File: src/rtl/npu_dot_pkg.sv
// Shared widths and scheduler state encoding for the dot-product job scheduler.
package npu_dot_pkg;
  localparam int VEC_LEN = 16;
  localparam int ELEM_W  = 8;
  localparam int RES_W   = 16;
  localparam int VEC_W   = VEC_LEN * ELEM_W;

  typedef enum logic [2:0] {
    IDLE,
    CLR,
    START,
    BUSY,
    RESP
  } sched_state_t;
endpackage

File: src/rtl/dot_job_sched_rr_arbiter.sv
// Combinational round-robin arbiter: first valid request at or after ptr, wrapping.
module rr_arbiter #(
  parameter  int N_REQ = 4,
  localparam int IDX_W = $clog2(N_REQ)
) (
  input  logic [N_REQ-1:0] req,
  input  logic [IDX_W-1:0] ptr,
  output logic [N_REQ-1:0] grant,
  output logic [IDX_W-1:0] idx,
  output logic             any
);
  logic [IDX_W:0] cand;

  always_comb begin
    grant = '0;
    idx   = '0;
    any   = 1'b0;
    cand  = '0;
    for (int i = 0; i < N_REQ; i++) begin
      // one extra bit so ptr + i cannot overflow before the wrap
      cand = {1'b0, ptr} + (IDX_W+1)'(i);
      if (cand >= (IDX_W+1)'(N_REQ)) cand = cand - (IDX_W+1)'(N_REQ);
      if (!any && req[cand[IDX_W-1:0]]) begin
        any                      = 1'b1;
        idx                      = cand[IDX_W-1:0];
        grant[cand[IDX_W-1:0]]   = 1'b1;
      end
    end
  end
endmodule

File: src/rtl/dot_job_sched.sv
// Round-robin job scheduler sharing one matrix_dot engine among N_REQ requesters,
// with a per-job engine reset pulse and a BUSY watchdog.
module dot_job_sched
  import npu_dot_pkg::*;
#(
  parameter  int N_REQ   = 4,
  parameter  int TIMEOUT = 8191,
  localparam int ID_W    = $clog2(N_REQ),
  localparam int WD_W    = $clog2(TIMEOUT + 1)
) (
  input  logic                             clk,
  input  logic                             rst,
  input  logic [N_REQ-1:0]                 req_valid,
  output logic [N_REQ-1:0]                 req_ready,
  input  logic [N_REQ*VEC_W-1:0]           req_a,
  input  logic [N_REQ*VEC_W-1:0]           req_b,
  output logic                             rsp_valid,
  input  logic                             rsp_ready,
  output logic [ID_W-1:0]                  rsp_id,
  output logic [RES_W-1:0]                 rsp_data,
  output logic                             rsp_timeout,
  output logic                             eng_rst_n,
  output logic                             eng_start,
  output logic [VEC_LEN-1:0][ELEM_W-1:0]   eng_a,
  output logic [VEC_LEN-1:0][ELEM_W-1:0]   eng_b,
  input  logic [RES_W-1:0]                 eng_c,
  input  logic                             eng_done
);
  sched_state_t     state_reg;
  logic [ID_W-1:0]  ptr_reg;
  logic [WD_W-1:0]  wd_reg;

  logic [N_REQ-1:0] gnt;
  logic [ID_W-1:0]  gnt_idx;
  logic             gnt_any;

  logic [VEC_W-1:0] a_slice [N_REQ];
  logic [VEC_W-1:0] b_slice [N_REQ];

  for (genvar gi = 0; gi < N_REQ; gi++) begin : g_slice
    assign a_slice[gi] = req_a[gi*VEC_W +: VEC_W];
    assign b_slice[gi] = req_b[gi*VEC_W +: VEC_W];
  end

  rr_arbiter #(.N_REQ(N_REQ)) u_arb (
    .req   (req_valid),
    .ptr   (ptr_reg),
    .grant (gnt),
    .idx   (gnt_idx),
    .any   (gnt_any)
  );

  // The grant must be visible in the same IDLE cycle the request is seen.
  assign req_ready = (state_reg == IDLE) ? gnt : '0;

  always_ff @(posedge clk) begin
    if (rst) begin
      state_reg   <= IDLE;
      ptr_reg     <= '0;
      wd_reg      <= '0;
      rsp_valid   <= 1'b0;
      rsp_id      <= '0;
      rsp_data    <= '0;
      rsp_timeout <= 1'b0;
      eng_rst_n   <= 1'b0;
      eng_start   <= 1'b0;
      eng_a       <= '0;
      eng_b       <= '0;
    end else begin
      unique case (state_reg)
        IDLE: begin
          eng_rst_n <= 1'b1;
          if (gnt_any) begin
            eng_a     <= a_slice[gnt_idx];
            eng_b     <= b_slice[gnt_idx];
            rsp_id    <= gnt_idx;
            ptr_reg   <= (gnt_idx == ID_W'(N_REQ - 1)) ? '0 : gnt_idx + 1'b1;
            eng_rst_n <= 1'b0;
            state_reg <= CLR;
          end
        end
        CLR: begin
          // engine done is sticky, so the reset pulse precedes every start
          eng_rst_n <= 1'b1;
          eng_start <= 1'b1;
          state_reg <= START;
        end
        START: begin
          eng_start <= 1'b0;
          wd_reg    <= '0;
          state_reg <= BUSY;
        end
        BUSY: begin
          wd_reg <= wd_reg + 1'b1;
          if (eng_done) begin
            rsp_data    <= eng_c;
            rsp_timeout <= 1'b0;
            rsp_valid   <= 1'b1;
            state_reg   <= RESP;
          end else if (wd_reg == WD_W'(TIMEOUT - 1)) begin
            rsp_data    <= '0;
            rsp_timeout <= 1'b1;
            rsp_valid   <= 1'b1;
            state_reg   <= RESP;
          end
        end
        RESP: begin
          if (rsp_ready) begin
            rsp_valid <= 1'b0;
            state_reg <= IDLE;
          end
        end
        default: state_reg <= IDLE;
      endcase
    end
  end
endmodule

File: config.mk
export PLATFORM = sky130hd
export DESIGN_NAME = dot_job_sched
export DESIGN_NICKNAME = d
export VERILOG_FILES = /design/src/rtl/npu_dot_pkg.sv /design/src/rtl/dot_job_sched_rr_arbiter.sv /design/src/rtl/dot_job_sched.sv
export SDC_FILE = /design/constraint.sdc
export NUM_CORES = 1
export LEC_CHECK = 0
export ABC_AREA = 1
export BUFFER_PORTS_ARGS = -buffer_cell sky130_fd_sc_hd__buf_2
export CAP_MARGIN = 20
export CORE_AREA = 2 2 513 515
export DETAILED_ROUTE_END_ITERATION = 8
export DIE_AREA = 0 0 515 517
export GPL_TIMING_DRIVEN = 0
export SETUP_SLACK_MARGIN = 0.15
export SYNTH_ARGS = -nofsm -noshare
export SYNTH_HDL_FRONTEND = slang
export SYNTH_SLANG_ARGS = --single-unit
File: constraint.sdc
create_clock -name clk -period 5.4 [get_ports clk]
set_input_delay 0.81 -clock clk [delete_from_list [all_inputs] [get_ports clk]]
set_output_delay 0.81 -clock clk [all_outputs]
set_load 0.03 [all_outputs]
==> results.ini, run 1 <==
[detailed_routing]
drt-pass1-iter-count=6
wl_per_cell_um=28.1
ant_nets=0
drtIter0Drc=3597
top_layer_used=met5
routed_wl_mm=243
wl_met3_mm=32.6
wl_met1_mm=85.7
vias_per_cell=3.86
vias=33341
routed-wl-met2_mm=107
drc_errors=0

[timing]
worst_pin_slew_ns=1.08
clock.fmax_mhz=215
fin_skew_ns=0.0382
maxSlewHeadroom_pct=28.2
finalCriticalPeriod_ns=4.66
final-max-slew-violation-count=0
fin_crit_sh_pct=86.2
rsz0062_at_grt=false
hold_viol=0
setup_violations=0

[outcome]
status=finished, final reports clean

[logic_synthesis]
synth.most_common_cell=nand3_1
syn_avg_cell_area_um2=5.74
synth_edf_count=0
synth.distinct_cells=34
synthSimpleGateAreaFrac_pct=54.6
synth_seq_area_share_pct=28.2
yosys_warnings=0
synth.ff_latch_count=296
synth_area_leaders=nand3_1, dfxtp_1, nand2_1, inv_1, buf_2
synth_top_area_share_pct=35.0
muxShareOfSynthArea_pct=0
netlist_instances=3669
synth_area_leader_cell=nand3_1
syn_nets=4727
synth_common_cells=nand3_1, nand2_1, inv_1
yosys.area_share.xor_xnor_pct=0
synthAdderAreaFrac_pct=0.594
synthFlopType=dfxtp_1
async_flop_share_pct=0
netlist_area_mm2=0.0211
synth_top_family_by_area=simple AND/OR/NAND/NOR gates
synth_compound_area_share_pct=1.52

[die]
io_pins=1330
die_w_um=515
dieArea_mm2=0.266
start_util_pct=8.06
core_region_area_mm2=0.261
die_height_um=517
row_count=188

[placement]
gp_congestion=1.01
dp.cells=8421
dpl.hpwl_mm=211
portBuffers=1328

[setup_path]
crit_path_max_incr_delay_ns=0.85
r2r.worst_path.cells=14
worst-path-buf-inv=4
reg2reg_to=eng_b[2]
worstSetupStartpointType=register
path_max_fanout=10
critPathRequiredTime_ns=5.99
cp_slowest_cell=clkbuf_1
reg2reg_setup_slack_ns=0.74
worst_ep_arrival_time_ns=5.25
path_cells=inv_2, ha_1, inv_2, nand3_2, nand2_4, nor2_4, nor2_2, nand2_4, buf_2, clkbuf_1, nand3_1, nand3_1, nand3_1, nand2_1
worstSetupPathType=register to register
reg2reg_from=ptr_reg[1]
cp_top_family=buffers and inverters
path_common_cell=nand3_1
endpoint_kind=register

[hold_path]
hold_start=eng_c[14]
holdPathEnd=rsp_data[14]
hold_class=input port to register
holdPathStages=3

[final_layout]
drive_gt1_share_pct=31.8
final_nets=6104
fin_cells=8636
fin_util_pct=13.0
largestRegisters=eng_a: 128 flops, eng_b: 128 flops, rsp_data: 16 flops
areaGrowthSynthToFinish_pct=61.3

[clock_network]
cts_root_buf=clkbuf_16
clkTransAtPathRegs_ns=0.06
clk_latency_ns=0.66
cts_resized=0
htreeDepth=2
cts_buffers=43
clk_path_buf_depth=3
clkSinkCount=296
cts_tree=yes
ctsHoldBuffers=0
cts_setup_buffers=0

[grt]
grt_use_total_pct=17.3
grt_pass1_vias=30152
grt_max_degree=13
grt_pass1_wl_mm=300
grt-ovfl-total=0
antenna_found_initial=256

[pwr]
total_leakage_power_uw=0.0180
power_density_mw_per_mm2=838
irDropWorstVdd_mv=0.452

[run]
drv_cap=0

==> power breakdown <==
group	total (uW)	internal (uW)	switching, uW	leakage, uW
Combinational	21700	5090	16700	0.0148
Sequential	3450	2990	464	0.00244
Clock	3240	1960	1280	0.000753
Total	28400	10000	18400	0.0180
==> how the worst max path moves through the flow <==
stage / from / endpoint / depth (start not counted)
6_report: ptr_reg[1] / eng_b[2] / 14
5_1_grt: ptr_reg[1] / eng_b[23] / 14
4_1_cts: ptr_reg[1] / eng_b[23] / 14
3_5_place_dp: ptr_reg[1] / eng_b[23] / 14
3_3_place_gp: ptr_reg[1] / eng_a[110] / 13
2_1_floorplan: ptr_reg[0] / req_ready[0] / 12
==> worst min-delay path: stages <==
cell and delay [ns]:
buf_2 0.09, nand2_1 0.05, a21oi_1 0.06
==> cell usage in the layout (no fill, tap or decap), types with 2 or more instances in the layout <==
cell | Yosys | final
o21ai_0 | 15 | 15
clkbuf_1 | 126 | 130
diode_2 | 0 | 139
a22oi_1 | 3 | 3
nor3_1 | 6 | 6
clkbuf_16 | 0 | 44
bufinv_16 | 0 | 8
nand2_1 | 848 | 848
clkbuf_8 | 0 | 7
inv_1 | 448 | 448
nand3_2 | 4 | 4
clkinv_2 | 0 | 5
nand3_1 | 1471 | 1471
nor2_4 | 2 | 3
buf_8 | 0 | 2
nand2_4 | 4 | 4
inv_2 | 5 | 5
ha_1 | 10 | 10
nand4_1 | 4 | 4
a31oi_1 | 2 | 2
buf_4 | 14 | 14
buf_2 | 160 | 1488
a21oi_1 | 31 | 31
clkbuf_2 | 0 | 4
nand2_2 | 7 | 7
buf_1 | 9 | 9
buf_6 | 6 | 6
dfxtp_1 | 296 | 296
nor2_1 | 185 | 185
==> cell families (layout without fill, tap and decap cells) <==
family | after synthesis | after routing
flip-flops | 296 | 296
other | 0 | 139
buffers and inverters | 769 | 2177
AND/OR/NAND/NOR | 2536 | 2536
AO/OA/AOI/OAI | 58 | 58
adder cells (fa/ha/maj) | 10 | 10
==> area by class of cell <==
type | count | area, um^2
multi-input combinational | 2604 | 11900
fill | 30944 | 227000
antenna | 139 | 348
clock buffer | 59 | 1230
sequential | 296 | 5930
tap | 3420 | 4280
inverter | 454 | 1710
clock inverter | 17 | 309
timing repair buffer | 1332 | 6720
buffer | 315 | 1490
==> through the flow <==
stage	area (um^2)	hold WS, ns	setup WS, ns	setup TNS, ns	total power [uW]
finish	33900	0.411	0.744	0	28400
CTS	33600	0.329	0.529	0	28600
floorplan	21100	0.422	2.69	0	14900
global route	33800	0.372	0.372	0	30100
global placement	32000	0.442	-0.0465	-0.101	25100
detailed placement	32100	0.438	0.569	0	25200
==> layer usage <==
| layer | up-vias | GRT usage (%) |
|---|---|---|
| met4 | 156 | 9.75 |
| met5 | - | 0.451 |
| met3 | 707 | 8.63 |
| met2 | 2339 | 27.7 |
| met1 | 15269 | 18.4 |
| li1 | 14870 | - |
Power figures use the tool's default switching activity.
==> run 2: changes to the inputs <==
- CORE_AREA: 2 2 513 515 -> 2 2 519 521
- DIE_AREA: 0 0 515 517 -> 0 0 521 523
- clock period: 5.4 -> 4.6 ns (I/O delays scaled with it)
==> run 2 against run 1 <==
Cell area up 0.38%. Global-route usage grew 0.20 points. Sequential power grew 17%. Utilization decreased by 0.24 points. Largest cell class unchanged.
==> results.ini, run 2 (synthesis gave the netlist of run 1 again) <==
[timing]
fin_skew_ns=0.0159  ; -0.0223 ns
fin_crit_sh_pct=93.2  ; +7.0 points
worst_pin_slew_ns=1.16  ; +0.0787 ns
setup_ws_ns=0.311  ; -0.433 ns
setup_violations=0  ; unchanged
finalCriticalPeriod_ns=4.29  ; -0.367 ns
clock.fmax_mhz=233  ; +8.5%
whs_ns=0.306  ; -0.105 ns
finalSetupTns_ns=0  ; unchanged
rsz0062_at_grt=false
hold_viol=0  ; unchanged
final-max-slew-violation-count=0  ; unchanged
maxSlewHeadroom_pct=22.9  ; -5.2 points

[setup_path]
worst_ep_arrival_time_ns=4.86  ; -0.39 ns
path_max_fanout=11  ; +1
worstSetupStartpointType=register
endpoint_kind=register
critPathRequiredTime_ns=5.17  ; -0.82 ns
worstSetupPathType=register to register

[clock_network]
cts_tree=yes
cts_root_buf=clkbuf_16
htreeDepth=2  ; unchanged
clkTransAtPathRegs_ns=0.07  ; about the same
clk_latency_ns=0.64  ; -0.02 ns
cts_buffers=42  ; -2.3%
clk_path_buf_depth=3  ; unchanged
clkSinkCount=296  ; unchanged

[placement]
dp_slack_ns=-0.439  ; -1.01 ns
gp_congestion=1.02  ; +0.52%
dp.cells=8557  ; +1.6%
dpl.hpwl_mm=219  ; +3.7%
portBuffers=1328  ; unchanged
placed_area_mm2=0.0323  ; +0.75%

[detailed_routing]
drc_errors=0  ; unchanged
vias=33131  ; -0.63%
wl_per_cell_um=28.6  ; +1.7%
ant_nets=0  ; unchanged
vias_per_cell=3.79  ; -1.9%
drt-pass1-iter-count=6  ; unchanged
drtIter0Drc=3370  ; -6.3%
routed_wl_mm=250  ; +3.0%

[pwr]
total_leakage_power_uw=0.0180  ; +0.16%
irDropWorstVdd_mv=0.499  ; +10%
power_density_mw_per_mm2=976  ; +17%

[grt]
antenna_found_initial=259  ; +1.2%
grt_max_degree=13  ; unchanged
grt-ovfl-total=0  ; unchanged
grt_pass1_wl_mm=310  ; +3.4%
grt_use_total_pct=17.5  ; +0.20 points
grt_pass1_vias=30466  ; +1.0%

[run]
drv_cap=0  ; unchanged

[final_layout]
final_common_cell=buf_2
final_area_mm2=0.0341  ; +0.38%
layout_common_cells=buf_2, nand3_1, nand2_1
drive_gt1_share_pct=31.9  ; +0.18 points
fillers=31717  ; +2.5%
fin_cells=8748  ; +1.3%
final_nets=6108  ; +0.066%
largestRegisters=eng_a: 128 flops, eng_b: 128 flops, rsp_data: 16 flops
areaGrowthSynthToFinish_pct=61.9

[die]
dieArea_mm2=0.272  ; +2.3%
die_w_um=521  ; +1.2%
start_util_pct=7.88  ; -0.18 points
row_count=190  ; +1.1%
io_pins=1330  ; unchanged
core_region_area_mm2=0.267  ; +2.2%
die_height_um=523  ; +1.2%

[hold_path]
hold_class=input port to register

[outcome]
status=finished, final reports clean

-- run 2: per-stage QoR --
| stage | util, % | total power, uW |
|---|---|---|
| floorplan | - | 17500 |
| global placement | 12.0 | 29600 |
| detailed placement | 12.1 | 29600 |
| CTS | 12.7 | 33500 |
| global route | 12.7 | 35400 |
| finish | 12.8 | 33300 |
-- run 2: path summary, 6_finish.rpt --
path	start	endpoint	slack (ns)	cells past startpoint
max	ptr_reg[1]	eng_b[92]	0.31	13
min	eng_c[5]	rsp_data[5]	0.31	3
max reg2reg	ptr_reg[1]	eng_b[92]	0.31	13
min reg2reg	wd_reg[12]	wd_reg[12]	0.45	1
-- run 2: per-layer routing --
layer,track usage (%),routed length (um)
met1,19.4,92300
met2,28.5,112000
met3,8.37,31700
met4,7.13,12500
met5,1.02,1330
-- run 2: final cells by class --
type / count / area [um^2] / area share, %
multi-input cells: 2604 / 11900 / 35.1
clock buffers: 55 / 1170 / 3.44
inverters: 454 / 1710 / 5.01
plain buffers: 315 / 1510 / 4.43
repair buffers: 1337 / 6810 / 20.0
clock inverters: 22 / 282 / 0.826
diodes: 113 / 283 / 0.830
well taps: 3552 / 4440 / 13.0
flip-flops and latches: 296 / 5930 / 17.4
-- run 2: power by group --
| group | switching [uW] | internal (uW) | leakage (uW) | total [uW] |
|---|---|---|---|---|
| registers | 534 | 3500 | 0.00244 | 4040 |
| clock network | 1560 | 2140 | 0.000726 | 3690 |
| logic | 19500 | 6060 | 0.0148 | 25500 |
-- run 2: timing repair --
action / CTS / global route
resized for setup: 8 / 8
setup endpoints to repair: 20 / 9
buffers inserted: 0 / 0
hold buffers: 0 / 0
-- run 2: worst max-delay path, stage by stage (launching register included) --
cell     delay, ns
dfxtp_1       0.54
inv_2         0.20
ha_1          0.41
inv_2         0.11
nand3_2       0.09
nand2_4       0.12
a21oi_2       0.08
nand2_4       0.41
buf_2         0.64
buf_1         0.66
nand3_1       0.48
nand3_1       0.21
nand3_1       0.13
nand2_1       0.09
